[config.mk]
export PLATFORM = sky130hd
export DESIGN_NAME = mux_a_pipe
export DESIGN_NICKNAME = d
export VERILOG_FILES = /design/src/rtl/mux_a_pipe.sv
export SDC_FILE = /design/constraint.sdc
export NUM_CORES = 1
export LEC_CHECK = 0
export CORE_MARGIN = 3
export CORE_UTILIZATION = 45
export CTS_BUF_LIST = sky130_fd_sc_hd__clkbuf_8
export DETAILED_ROUTE_END_ITERATION = 12
export PLACE_DENSITY = 0.79
export SLEW_MARGIN = 15
export SYNTH_ARGS = -nofsm -noshare
export SYNTH_HDL_FRONTEND = slang
export SYNTH_SLANG_ARGS = --single-unit
[constraint.sdc]
create_clock -name clk -period 2 [get_ports clk]
set_input_delay 0.4 -clock clk [delete_from_list [all_inputs] [get_ports clk]]
set_output_delay 0.4 -clock clk [all_outputs]
set_load 0.005 [all_outputs]
[src/rtl/mux_a_pipe.sv]
// mux_a_pipe: selects the wide operand or the zero/sign-extended narrow operand,
// and buffers the selected word in a 2-entry FIFO with valid/ready handshakes
// on both sides.
// Optional feature: define MUX_A_PIPE_PARITY_EN to add out_par, the even parity of outA.
module mux_a_pipe #(
    parameter int DATA_W   = 32,
    parameter int NARROW_W = 16
) (
    input  logic              clk,
    input  logic              rst,
    input  logic [DATA_W-1:0] in1,
    input  logic [NARROW_W-1:0] in2,
    input  logic              sel,
    input  logic              ext_sign,
    input  logic              in_valid,
    output logic              in_ready,
    output logic [DATA_W-1:0] outA,
    output logic              out_valid,
    input  logic              out_ready
`ifdef MUX_A_PIPE_PARITY_EN
    ,
    output logic              out_par
`endif
);

    // Widen the narrow operand. When the widths are equal, the fill pattern
    // is overwritten entirely, so ext_sign has no effect.
    function automatic logic [DATA_W-1:0] extend(input logic [NARROW_W-1:0] v,
                                                 input logic s);
        logic [DATA_W-1:0] r;
        r = {DATA_W{s & v[NARROW_W-1]}};
        r[NARROW_W-1:0] = v;
        return r;
    endfunction

    logic [1:0]        count_q, count_d;
    logic [DATA_W-1:0] head_q, head_d;   // oldest word, drives outA
    logic [DATA_W-1:0] tail_q, tail_d;   // second word, valid only when count is 2
    logic [DATA_W-1:0] word;
    logic              push, pop;

    // Handshake flags. Both depend only on the registered count, so there is no
    // combinational path from out_ready to in_ready.
    assign in_ready  = (count_q != 2'd2);
    assign out_valid = (count_q != 2'd0);
    assign outA      = head_q;

`ifdef MUX_A_PIPE_PARITY_EN
    assign out_par = ^head_q;
`endif

    // Select and extend the incoming word for storage.
    always_comb begin
        word = sel ? in1 : extend(in2, ext_sign);
        push = in_valid & in_ready;
        pop  = out_valid & out_ready;
    end

    // FIFO next-state logic. A simultaneous push and pop can only happen at count 1,
    // in which case the new word replaces the departing head.
    always_comb begin
        count_d = count_q;
        head_d  = head_q;
        tail_d  = tail_q;
        case ({push, pop})
            2'b10: begin
                if (count_q == 2'd0) begin
                    head_d  = word;
                    count_d = 2'd1;
                end else begin
                    tail_d  = word;
                    count_d = 2'd2;
                end
            end
            2'b01: begin
                if (count_q == 2'd2) begin
                    head_d  = tail_q;
                    count_d = 2'd1;
                end else begin
                    count_d = 2'd0;
                end
            end
            2'b11: begin
                head_d = word;
            end
            default: begin
            end
        endcase
    end

    // Occupancy and head register. The head is cleared on reset so outA reads 0 afterwards.
    always_ff @(posedge clk) begin
        if (rst) begin
            count_q <= 2'd0;
            head_q  <= '0;
        end else begin
            count_q <= count_d;
            head_q  <= head_d;
        end
    end

    // Second-entry storage. It is never observed until rewritten after reset, so it needs no reset.
    always_ff @(posedge clk) begin
        tail_q <= tail_d;
    end

endmodule

==> results.cfg <==
[finish]
drive_gt1_share_pct = 14.9
final_layout_net_count = 453
most_frequent_cells_in_the_layout = sky130_fd_sc_hd__clkdlybuf4s50_1, sky130_fd_sc_hd__nand2_1, sky130_fd_sc_hd__dfxtp_1
most_common_cell_after_layout_fill_and_taps_aside = sky130_fd_sc_hd__clkdlybuf4s50_1
num_antenna_cells = 0
area_growth_pct = 40.9
finish.instance_area_um2 = 4520

[status]
outcome = finished clean

[worst_setup_path]
path_max_fanout = 8
crit_path_end_kind = flop
regToRegEndpoint = outA[14]
rr_startpoint = count_q[0]
critPathLaunch = count_q[0]
setup.reg_to_reg.worst_slack_ns = 0.05
required_ns = 2.27
criticalPathCategory = reg2reg
timing.critical_path.to = outA[14]
worstRegToRegCells = 7
timing.critical_path.from_type = flop
arrival_ns = 2.22

[route]
initial_drc_count = 151
drt_first_pass_iters = 4
wl_per_cell_um = 15.5
vias_per_cell = 5.14
detail_route.wirelength_um = 7710
detailroute.via_count = 2560
drcViolationCount = 0
drt.antenna.violating_nets = 0

[power_and_ir_drop]
net-switching-power_uw = 1410
report.power.total_uw = 4850
power.static_leakage_uw = 0.00184
intPower_uw = 3430
power.share.sequential_pct = 39.8
worst_ir_drop_vdd_v = 0.000571
clock_power_share_pct = 23.0
power.switching_fraction_pct = 29.2
power.density_nw_per_um2 = 1070
comb_power_share_pct = 37.2

[clock_tree]
clock-sinks = 66
cts.path.max_buffers = 2
cts_tree = built
cts_buffers = 9
cts_root_buffer = sky130_fd_sc_hd__clkbuf_8
clk_pin_slew_worst_paths_ns = 0.07
post_cts_buffers = 0
clkLatencyLatePin_ns = 0.35
cts_max_level = 3

[grt]
grt_use_total_pct = 18.1
wire_length_of_the_first_global_routing_pass_um = 12000
grt_start_max_net_pins = 34
first_global_vias = 2482
grt_antenna_before_repair = 0
overflow = 0

[hold_path]
min_path_type = reg2reg
origin_of_the_worst_min_delay_path = outA[4]

[timing]
final_min_period_over_clock_period_pct = 97.3
worst-slew-pin-transition_ns = 0.417
rsz_0062_raised_after_global_routing = true
layout_min_cycle_time_ns = 1.95
worst_hold_slack_ns = 0.461
final_number_of_hold_violating_endpoints = 0
clock.fmax_ghz = 0.514
final-max-slew-violation-count = 0
max-slew-margin-rel_pct = 72.1
finClkSkew_ns = 0.00994
final_critical_path_setup_slack_ns = 0.0543
timing.final.setup_violations = 0

[place]
place_area_um2 = 4220
dp_hpwl_um = 4950
gp_congestion = 0.757
port_buffers = 87
setup_ws_pre_cts_ns = -0.196

[die]
initial_utilization_pct = 46.7
coreArea_um2 = 6870
rows = 30
ios = 88
chipHeight_um = 90.4
die_width_um = 90.4
dieArea_um2 = 8170

[synth]
synth-seq-cells = 66
synth_fp_nets = 361
post_synthesis_instance_area_um2 = 3210
syn-instance-count = 305
syn-mean-instance-area_um2 = 10.5
ys.warnings.count = 0
synth_sequential_area_ratio_pct = 51.2
yosys.cell_types.count = 26

[job]
max_cap_violations = 0
==> critical path, cell delays in order (launching register included) <==
cell and delay (ns):
sky130_fd_sc_hd__dfxtp_4 0.37, sky130_fd_sc_hd__or2_4 0.27, sky130_fd_sc_hd__nand2_4 0.07, sky130_fd_sc_hd__ha_4 0.13
sky130_fd_sc_hd__and4bb_4 0.19, sky130_fd_sc_hd__nor3_4 0.40, sky130_fd_sc_hd__clkbuf_16 0.26, sky130_fd_sc_hd__mux2i_1 0.18
==> power by group through the flow <==
stage | clock network [uW] | logic [uW] | registers [uW]
after floorplan | 0 | 909 | 1940
after global routing | 1180 | 1940 | 1960
final | 1120 | 1800 | 1930
after global placement | 0 | 1560 | 1930
after detailed placement | 0 | 1600 | 1950
after CTS | 1130 | 1610 | 1920
==> metal layers <==
layer | track usage, % | vias up | routed length (um)
li1 | - | 1254 | -
met1 | 23.5 | 1212 | 3390
met2 | 29.0 | 90 | 3760
met3 | 4.42 | 4 | 496
met4 | 7.40 | 0 | 62
met5 | 0 | - | 0
==> kinds of logic after synthesis <==
group	Yosys count	share of synthesized area [%]
AOI/OAI and AO/OA	51	11.8
xor gates and xnor gates	1	0.273
adders and majority gates	2	0.781
buffers and inverters	45	6.83
DFF	66	51.2
muxes	48	15.6
and+or+nand+nor	92	13.5
==> sequential cells by signal, indices dropped and copies added, names as in the netlist <==
signal / cells
tail_q: 32
outA: 32
count_q: 2
==> how the worst min path moves through the flow <==
stage	slack, ns	cells past startpoint	to
finish	0.46	2	outA[4]
global route	0.48	2	outA[4]
CTS	0.47	2	outA[4]
detailed placement	0.45	2	outA[3]
global placement	0.45	2	outA[11]
floorplan	0.45	2	outA[16]
==> synthesized netlist by cell type <==
library cell	n	area, um2
sky130_fd_sc_hd__o211ai_1	16	120
sky130_fd_sc_hd__nor3b_1	1	7.51
sky130_fd_sc_hd__mux2_2	16	180
sky130_fd_sc_hd__ha_1	2	25.0
sky130_fd_sc_hd__clkbuf_1	11	41.3
sky130_fd_sc_hd__buf_8	3	45.0
sky130_fd_sc_hd__mux2i_1	32	320
sky130_fd_sc_hd__edfxtp_1	32	961
sky130_fd_sc_hd__a211oi_1	1	7.51
sky130_fd_sc_hd__or3_1	1	6.26
sky130_fd_sc_hd__buf_4	2	15.0
sky130_fd_sc_hd__nand3b_1	1	7.51
sky130_fd_sc_hd__dfxtp_1	34	681
sky130_fd_sc_hd__a221o_1	16	160
sky130_fd_sc_hd__nor3_4	1	16.3
sky130_fd_sc_hd__inv_1	20	75.1
sky130_fd_sc_hd__and2_1	1	6.26
sky130_fd_sc_hd__nand2b_1	17	106
sky130_fd_sc_hd__buf_1	2	7.51
sky130_fd_sc_hd__and4bb_4	1	16.3
sky130_fd_sc_hd__and3b_1	1	8.76
sky130_fd_sc_hd__or2_2	1	6.26
sky130_fd_sc_hd__a21oi_1	18	90.1
sky130_fd_sc_hd__xor2_1	1	8.76
sky130_fd_sc_hd__nand2_1	67	251
sky130_fd_sc_hd__buf_2	7	35.0
==> final cells by class <==
type	count	area, um2
tap	96	120
multi-input combinational	194	1380
clock inverter	5	47.5
clock buffer	11	151
sequential	66	1650
timing repair buffer	106	1100
fill	511	2350
inverter	20	75.1
==> metrics by stage <==
step | setup TNS (ns) | utilization [%] | std cells
finish | 0 | 65.7 | 498
global route | -0.129 | 65.7 | 498
CTS | 0 | 64.4 | 495
detailed placement | -5.29 | 61.5 | 479
global placement | -2.98 | 61.5 | 479
floorplan | 0 | - | 305
==> what timing repair did <==
action                     CTS  global route
pin swaps                    0             5
gates cloned                 0             3
gates resized for setup      1             8
setup endpoints to repair    2            26
hold buffers                 0             0
(Power assumes the default switching activity.)
